==> config.mk <==
export PLATFORM = sky130hd
export DESIGN_NAME = inst_cache
export DESIGN_NICKNAME = d
export VERILOG_FILES = /design/src/rtl/icache_pkg.sv /design/src/rtl/icache_line_ram.sv /design/src/rtl/inst_cache.sv
export SDC_FILE = /design/constraint.sdc
export NUM_CORES = 2
export LEC_CHECK = 0
export CAP_MARGIN = 10
export CORE_ASPECT_RATIO = 1.5
export CORE_MARGIN = 3
export CORE_UTILIZATION = 50
export DETAILED_ROUTE_END_ITERATION = 7
export GPL_ROUTABILITY_DRIVEN = 1
export PLACE_DENSITY = 0.66
export SLEW_MARGIN = 30
export SYNTH_ARGS = -nofsm -noshare
export SYNTH_HDL_FRONTEND = slang
export SYNTH_SLANG_ARGS = --single-unit
==> constraint.sdc <==
create_clock -name clk -period 20.4 [get_ports clk]
set_clock_uncertainty 0.05 [all_clocks]
set_input_delay 6.12 -clock clk [delete_from_list [all_inputs] [get_ports clk]]
set_output_delay 6.12 -clock clk [all_outputs]
set_load 0.01 [all_outputs]
==> src/rtl/icache_pkg.sv <==
// Geometry, FSM state type and address-field helpers shared by the instruction cache.
package icache_pkg;
  localparam int SETS       = 16;
  localparam int LINE_WORDS = 4;
  localparam int ADDR_W     = 32;
  localparam int OFFSET_W   = $clog2(LINE_WORDS);
  localparam int INDEX_W    = $clog2(SETS);
  localparam int LINE_LSB   = OFFSET_W + 2;
  localparam int TAG_W      = ADDR_W - LINE_LSB - INDEX_W;

  typedef enum logic [1:0] {
    IDLE   = 2'd0,
    REFILL = 2'd1,
    COMMIT = 2'd2
  } state_t;

  function automatic logic [TAG_W-1:0] get_tag(input logic [ADDR_W-1:0] addr);
    return addr[ADDR_W-1 -: TAG_W];
  endfunction

  function automatic logic [INDEX_W-1:0] get_index(input logic [ADDR_W-1:0] addr);
    return addr[LINE_LSB +: INDEX_W];
  endfunction

  function automatic logic [OFFSET_W-1:0] get_offset(input logic [ADDR_W-1:0] addr);
    return addr[2 +: OFFSET_W];
  endfunction
endpackage

==> src/rtl/icache_line_ram.sv <==
// Cache data array: a whole line is written at once, one word is read asynchronously.
module icache_line_ram
  import icache_pkg::*;
(
  input  logic                     clk,
  input  logic                     i_we,
  input  logic [INDEX_W-1:0]       i_widx,
  input  logic [LINE_WORDS*32-1:0] i_wline,
  input  logic [INDEX_W-1:0]       i_ridx,
  input  logic [OFFSET_W-1:0]      i_roff,
  output logic [31:0]              o_rdata
);
  logic [LINE_WORDS*32-1:0] r_mem [SETS];

  always_ff @(posedge clk) begin
    if (i_we) r_mem[i_widx] <= i_wline;
  end

  assign o_rdata = r_mem[i_ridx][{i_roff, 5'b0} +: 32];
endmodule

==> src/rtl/inst_cache.sv <==
// Direct-mapped read-only instruction cache: zero-cycle hit lookup, word-by-word
// line refill from memory, then a one-cycle commit into the tag/valid/data arrays.
module inst_cache
  import icache_pkg::*;
(
  input  logic        clk,
  input  logic        reset,
  input  logic [31:0] PC,
  input  logic        ReqF,
  input  logic        Flush,
  output logic [31:0] InstrF,
  output logic        Ihit,
  output logic        MemReq,
  output logic [31:0] MemAddr,
  input  logic [31:0] MemRData,
  input  logic        MemRValid
);
  state_t                   r_state;
  logic [SETS-1:0]          r_valid;
  logic [TAG_W-1:0]         r_tag [SETS];
  logic [ADDR_W-1:0]        r_miss_addr;
  logic [OFFSET_W-1:0]      r_beat;
  logic [LINE_WORDS*32-1:0] r_line_buf;
  logic                     r_flush_pend;

  logic [INDEX_W-1:0] w_idx;
  logic [INDEX_W-1:0] w_miss_idx;
  logic               w_tag_hit;
  logic               w_commit_we;
  logic [31:0]        w_rdata;

  assign w_idx       = get_index(PC);
  assign w_miss_idx  = get_index(r_miss_addr);
  assign w_tag_hit   = r_valid[w_idx] && (r_tag[w_idx] == get_tag(PC));
  assign Ihit        = ReqF && !reset && !Flush && (r_state == IDLE) && w_tag_hit;
  assign InstrF      = reset ? '0 : w_rdata;
  assign MemReq      = (r_state == REFILL);
  assign MemAddr     = r_miss_addr | {{(ADDR_W-OFFSET_W-2){1'b0}}, r_beat, 2'b00};
  assign w_commit_we = (r_state == COMMIT) && !reset;

  icache_line_ram u_line_ram (
    .clk     (clk),
    .i_we    (w_commit_we),
    .i_widx  (w_miss_idx),
    .i_wline (r_line_buf),
    .i_ridx  (w_idx),
    .i_roff  (get_offset(PC)),
    .o_rdata (w_rdata)
  );

  // IDLE: lookup / start miss | REFILL: collect beats | COMMIT: install line
  always_ff @(posedge clk) begin
    if (reset) begin
      r_state      <= IDLE;
      r_valid      <= '0;
      r_miss_addr  <= '0;
      r_beat       <= '0;
      r_flush_pend <= 1'b0;
    end else begin
      case (r_state)
        IDLE: begin
          if (Flush) begin
            r_valid <= '0;
          end else if (ReqF && !w_tag_hit) begin
            r_miss_addr  <= {PC[ADDR_W-1:LINE_LSB], {LINE_LSB{1'b0}}};
            r_beat       <= '0;
            r_flush_pend <= 1'b0;
            r_state      <= REFILL;
          end
        end
        REFILL: begin
          if (Flush) begin
            r_valid      <= '0;
            r_flush_pend <= 1'b1;
          end
          if (MemRValid) begin
            r_beat <= r_beat + 1'b1;
            if (r_beat == OFFSET_W'(LINE_WORDS-1)) r_state <= COMMIT;
          end
        end
        COMMIT: begin
          if (Flush) r_valid <= '0;
          else       r_valid[w_miss_idx] <= !r_flush_pend;
          r_state <= IDLE;
        end
        default: r_state <= IDLE;
      endcase
    end
  end

  // Arrays are never cleared; validity alone decides whether their contents count.
  always_ff @(posedge clk) begin
    if (r_state == REFILL && MemRValid) r_line_buf[{r_beat, 5'b0} +: 32] <= MemRData;
    if (w_commit_we) r_tag[w_miss_idx] <= get_tag(r_miss_addr);
  end
endmodule

Yosys cells after proc, flatten, opt, wreduce, memory -nomap -nowiden. Memory sizes are Yosys's and may differ from the RTL's. Index checks and enable logic that the tools add are counted.

Register bits: 177. Memory bits (writable): 2432. Bits of input ports: 69. Output and inout bits: 66. Memories: 2.

Add/subtract/negate cells: 2. Magnitude comparators: 3. Eq/ne operators: 10. Shift operators: 3. Muxes and demuxes: 25. Bitwise gates (word level): 2. Reductions and logical operators: 22.

Memories: u_line_ram.r_mem (words 16, width 128, rd ports 1, clocked after Yosys merged registers in 0, wr ports 1, RTL line icache_line_ram.sv:13) `logic [LINE_WORDS*32-1:0] r_mem [SETS];`; r_tag (words 16, width 24, rd ports 1, clocked after Yosys merged registers in 0, wr ports 1, RTL line inst_cache.sv:20) `logic [TAG_W-1:0] r_tag [SETS];`.

Operator list (count): $bwmux 128 (1); $shift 32x9->128 const A (1); $shiftx 128x8->32 (1); $shiftx 32x9->128 (1); $mux 16 (2); $mux 32 (1); $or 32x4->32 (1); $pmux 16 s2 (1); $eq 24x24->1 (1); $bwmux 16 (1); $mux 2 (7); $reduce_and 4->1 (3); $lt 4x5->1 const B (2); $logic_and 1x1->1 (9); $neg 7->9 (1); $ne 2x1->1 const B (4); $pmux 2 s2 (2); $mux 1 (7); $bmux 1 s4 (1); $demux 1 s4 (1); $eq 2x2->1 const B (2); $ge 4x1->1 const B (1); $logic_not 1->1 (4); $ne 2x2->1 const B (2); 9 further kinds (10).

Depth between registers and ports, before layout.
Depth in word-level cells: 8. Gate-level depth with buffers: 17. Depth with buffers taken out: 8.

Modules after synthesis. Synthesis repeated with hierarchy kept, for this count alone.

Cells, all modules: 4680. Area, all modules: 100594.0 µm².

By module, submodules not included: icache_line_ram (instances 1, cells each 3276, area an instance 77305.4 µm², seq. area each 61499.0 µm²); inst_cache (instances 1, cells each 1404, area an instance 23288.6 µm², seq. area each 16355.7 µm²).

Least setup slack after synthesis. Ideal clock, no wire load.

Path type: input to register. Start: input reset. End: memory r_tag[12][0] (netlist name) (enable). Library setup time: 849 ps. Arrival: 16972 ps. Setup slack: 2529 ps. Stages on the path: 5. Path buffers: 1. Cell sequence: clkbuf_1 -> inv_1 -> and3_1 -> nand3_1 -> nor3_1.

Longest elaborated chain between the ends: 4.

RTL lines: from (decl) (RTL line inst_cache.sv:7) `input logic reset,`; $logic_not 1->1 (RTL line inst_cache.sv:39) `assign w_commit_we = (r_state == COMMIT) && !reset;`; $logic_and 1x1->1 (RTL line inst_cache.sv:39); $mux 1 (RTL line inst_cache.sv:94) `if (w_commit_we) r_tag[w_miss_idx] <= get_tag(r_miss_addr);`; $mux 1 (not written as such) (RTL line inst_cache.sv:94); to (decl) (RTL line inst_cache.sv:20).

Every way passes these cells.

Final worst setup path.
Start: input PC[4]. End: output Ihit.

Longest elaborated chain between the ends: 4. Elaborated cells between the ends (all ways): 6.

RTL lines: from (decl) (RTL line inst_cache.sv:8) `input logic [31:0] PC,`; $mem_v2 16x24 / $bmux 1 s4 (equally long branches); $eq 24x24->1 / $mux 1 (equally long branches) (RTL line inst_cache.sv:34) `assign w_tag_hit = r_valid[w_idx] && (r_tag[w_idx] == get_tag(PC));`; $logic_and 1x1->1 * (RTL line inst_cache.sv:34); $logic_and 1x1->1 * (RTL line inst_cache.sv:35) `assign Ihit = ReqF && !reset && !Flush && (r_state == IDLE) && w_tag_hit;`; to (decl) (RTL line inst_cache.sv:12) `output logic Ihit,`.

Mark *: on every way between the ends. The rest lies on a longest branch, timed or not. The select of a mux whose other input is x is not followed.

==> impl_results.md <==
- Status: complete, no violations
- Post-synthesis instance area: between 100000 and 150000 um2
- Clk sinks: between 2000 and 3000
- Arrival @ worst endpoint: about 11 ns
- Post-CTS sizing: 0
- Drt initial violations: between 4000 and 5000
- WHS Path Cells: 2
- CTS tree: done
- Most common flop cell mapped by yosys: edfxtp_1
- Final Util: 0.563
- First-pass GRT wire length: roughly 330000 um
- Synth area leaders: edfxtp_1, mux4_2, dfxtp_1
- Final Cell Area: between 100000 and 150000 um2
- Slew Viols, Final: 0
- R2R cell count: 5
- Met3 wire len: ~14000 um
- Largest family of logic cells by synthesized area: multiplexers
- Distinct cells, synth: 60
- Largest net degree at the start of global routing: approximately 130
- Gate power share: 0.036
- Number of CTS-inserted buffers: 230
- Worst Path Required: roughly 14 ns
- Final hold vios: 0
- Synth warn: 0
- Clock Power Share: 0.404
- Leak: 35.4 nW
- Routability cong.: 0.774
- Synth Area in Compound Gates: 0.0110
- DP Wirelength: between 100000 and 150000 um
- PwrDens: about 93 nW/um2
- WP buf/inv: 3
- Metal-1 WL: ~94000 um
- Crit start category: input pin
- Mux cell area share after synthesis: 0.173
- # port buffers: 130
- Skew-Pair Late Insertion Delay: 0.86 ns
- FF/Latch Area: 77900 um2
- Max Freq: between 0.05 and 0.06 GHz
- RR Endpoint: u_line_ram.r_mem[13][22]$_DFFE_PP_
- Fraction of registers with async set/reset: 0
- Hold path endpoint: r_valid[2]$_SDFFE_PP0P_
- Initial DRT Pass Iterations: 5
- Initial antenna violation count: 16
- Adder-cell share of the synthesized area: 0.000746
- Routed WL per cell: 30.8 um
- Critical Path End Type: output port
- Setup CP Type: input pin to output port
- GRT Total Usage: 0.223
- Effective utilization at floorplan: 0.503
- Remaining Overflow, GRT: 0
- Tcrit/Tclk final: 0.838
- Io pins: 135
- Sequential share of power: 0.560
- DR top layer: met5
- Slew HR: 0.281
- Critical path peak fanout: 50
- Die X: ~370 um
- Fin Hold WS: roughly 0.44 ns
- Via density: 6.27
- DP Area: about 110000 um2
- R2R setup slack: 15.93 ns
- Hold path start: r_valid[2]$_SDFFE_PP0P_
- Vias in the first global route: roughly 48000
- RSZ-0062 raised after global routing: false
- Routed length on met2: roughly 110000 um
- Post-synth EDFFs: around 2600
- Share of post-route cells with drive strength above 1: 0.255
- Synth Area in Simple Gates: 0.0254
- Synth Area per Inst: 23.3 um2
- Synthesis-to-layout area growth: 11.9%
- Top delay family on crit path: buffers and inverters
- CP cell instances: buf_8 -> buf_4 -> mux4_2 -> a22oi_1 -> nand3_1 -> xnor2_1 -> nand2_1 -> nand4b_1 -> or4_1 -> nor4_1 -> clkdlybuf4s50_1
- Tightest Hold Check Type: register to register
- Final setup violation count: 0
- #FFs+latches synth: between 2000 and 3000
- DRC errors left: 0
- Deepest clock path buffer count: 3
- Slew @ Worst Pin: 1.08 ns
- Routed Wire Length: between 200000 and 250000 um
- Final ANT Viol Nets: 0
- Share of the synthesized area in the top cell type: 0.764
- Register area share after synthesis: 0.774
- Fin nets: 4590
- RR Startpoint: r_miss_addr[6]$_SDFFE_PP0P_
- Core area: about 200000 um2
- Switching power: ~0.0022 W
- Worst path slowest cell: nor4_1
- Max-cap viol count: 0
- Vias post-DR: between 40000 and 50000
- H-tree depth: 4
- Peak supply drop: roughly 0.092 mV
- Internal Power: about 0.0083 W
- Crit-path max cell delay: around 0.80 ns
- Fill count: about 15000
- CTS root buf: clkbuf_16
- Sw Share: 0.206
- Final min period: between 15 and 20 ns
- DIE AREA: 207000 um2
- Post-Syn Instances: 4310
- Cts-stage hold buffer count: 0
- XOR/XNOR Fraction of Synth Area: 0.00261
- Die H: 555 um
- CTS clk-pin slew, worst paths: approximately 0.06 ns
- Setup TNS: 0 ns
- Multi-input gate area: 21600 um2
- Cell taking the most area after synthesis: edfxtp_1
- Setup bufs post-CTS: 0
- Row count: 201
[final cells by class]
cell class | count | area share
tap | 2639 | 0.0293
multi-input combinational | 1446 | 0.192
clock inverter | 139 | 0.0117
inverter | 9 | 0.000344
antenna | 5 | 0.000111
timing repair buffer | 219 | 0.0217
sequential | 2609 | 0.691
clock buffer | 293 | 0.0538
[cells by family after synthesis]
family                   Yosys count
AO/OA/AOI/OAI                    155
XOR/XNOR                          30
adder cells (fa/ha/maj)            6
buffers and inverters            256
flip-flops                      2609
multiplexers                     804
other                              1
AND/OR/NAND/NOR                  449
[placed cells by master, fill, tap and decap left out, drive strengths merged, types with 4 or more instances in the layout]
master / instances
a21oi: 20
a211oi: 26
and2: 153
clkinv: 108
a22oi: 39
inv: 18
nand4: 32
edfxtp: 2560
a22o: 4
a311oi: 10
nor2: 49
dfxtp: 49
clkinvlp: 6
and3: 5
nor3: 13
bufinv: 16
mux4: 747
nand3: 45
nor3b: 28
nor2b: 49
mux2i: 54
clkbuf: 294
ha: 6
xnor2: 22
buf: 95
nand2b: 5
nand2: 52
clkdlybuf4s50: 123
xor2: 8
o21ai: 35
diode: 5
nand4b: 4
[worst max path at each step]
stage / from / to / slack, ns / cells after the start
2_1_floorplan: reset / r_tag[12][0]$_DFFE_PP_ / 2.53 / 5
3_3_place_gp: PC[4] / Ihit / 3.25 / 11
3_5_place_dp: PC[4] / Ihit / 3.29 / 11
4_1_cts: PC[4] / Ihit / 3.25 / 11
5_1_grt: PC[4] / Ihit / 3.07 / 11
6_report: PC[4] / Ihit / 3.30 / 11
[cell usage after synthesis, types with 3 or more instances]
cell type and instances:
edfxtp_1 2560, a22oi_2 10, clkbuf_1 70, nor3_1 12, nor2_1 49, buf_4 23, a311oi_1 10, nand2_1 52
nor3b_1 28, nor2b_1 49, nand3_1 45, buf_1 16, a21oi_1 20, o21ai_1 3, xnor2_1 22, nand4_1 32
and3_1 5, o21ai_0 32, mux4_2 738, ha_1 6, nand2b_1 5, inv_1 8, buf_6 9, mux2_2 3
mux4_1 9, nand4b_1 4, o22ai_1 3, dfxtp_1 49, buf_2 125, o211ai_1 3, mux2i_1 54, a22oi_1 29
a22o_1 4, xor2_1 8, and2_1 153, or3_1 3, a211oi_1 26
[stage by stage]
step / cells / total power (W) / worst slack, ns
after CTS: 7353 / 0.0106 / 3.25
after detailed placement: 6921 / 0.00637 / 3.29
after global routing: 7355 / 0.0108 / 3.07
after floorplan: 4311 / 0.00623 / 2.53
after global placement: 6915 / 0.00637 / 3.25
final: 7359 / 0.0105 / 3.30
[sequential cells by signal, indices dropped and copies added, names as in the netlist]
signal,flops
u_line_ram.r_mem,2048
r_tag,384
r_line_buf,128
r_miss_addr,28
r_valid,16
r_beat,2
r_state,2
r_flush_pend,1
[worst min-delay path, cell delays in order (launching register included)]
cell and delay (ns):
dfxtp_1 0.32, a21oi_1 0.06, nor2_1 0.07
[power groups by stage]
stage | combinational, W | sequential (W) | clock, W
floorplan | 0.000251 | 0.00597 | 0
global placement | 0.000382 | 0.00598 | 0
detailed placement | 0.000383 | 0.00599 | 0
CTS | 0.000385 | 0.00587 | 0.00432
global route | 0.000402 | 0.00587 | 0.00452
finish | 0.000378 | 0.00587 | 0.00423
[per-layer routing]
layer  GRT usage  up-vias
li1            -    18800
met1       0.319    25300
met2       0.363     1677
met3      0.0359      359
met4      0.0582       18
met5           0        -
Power figures use the tool's default switching activity.
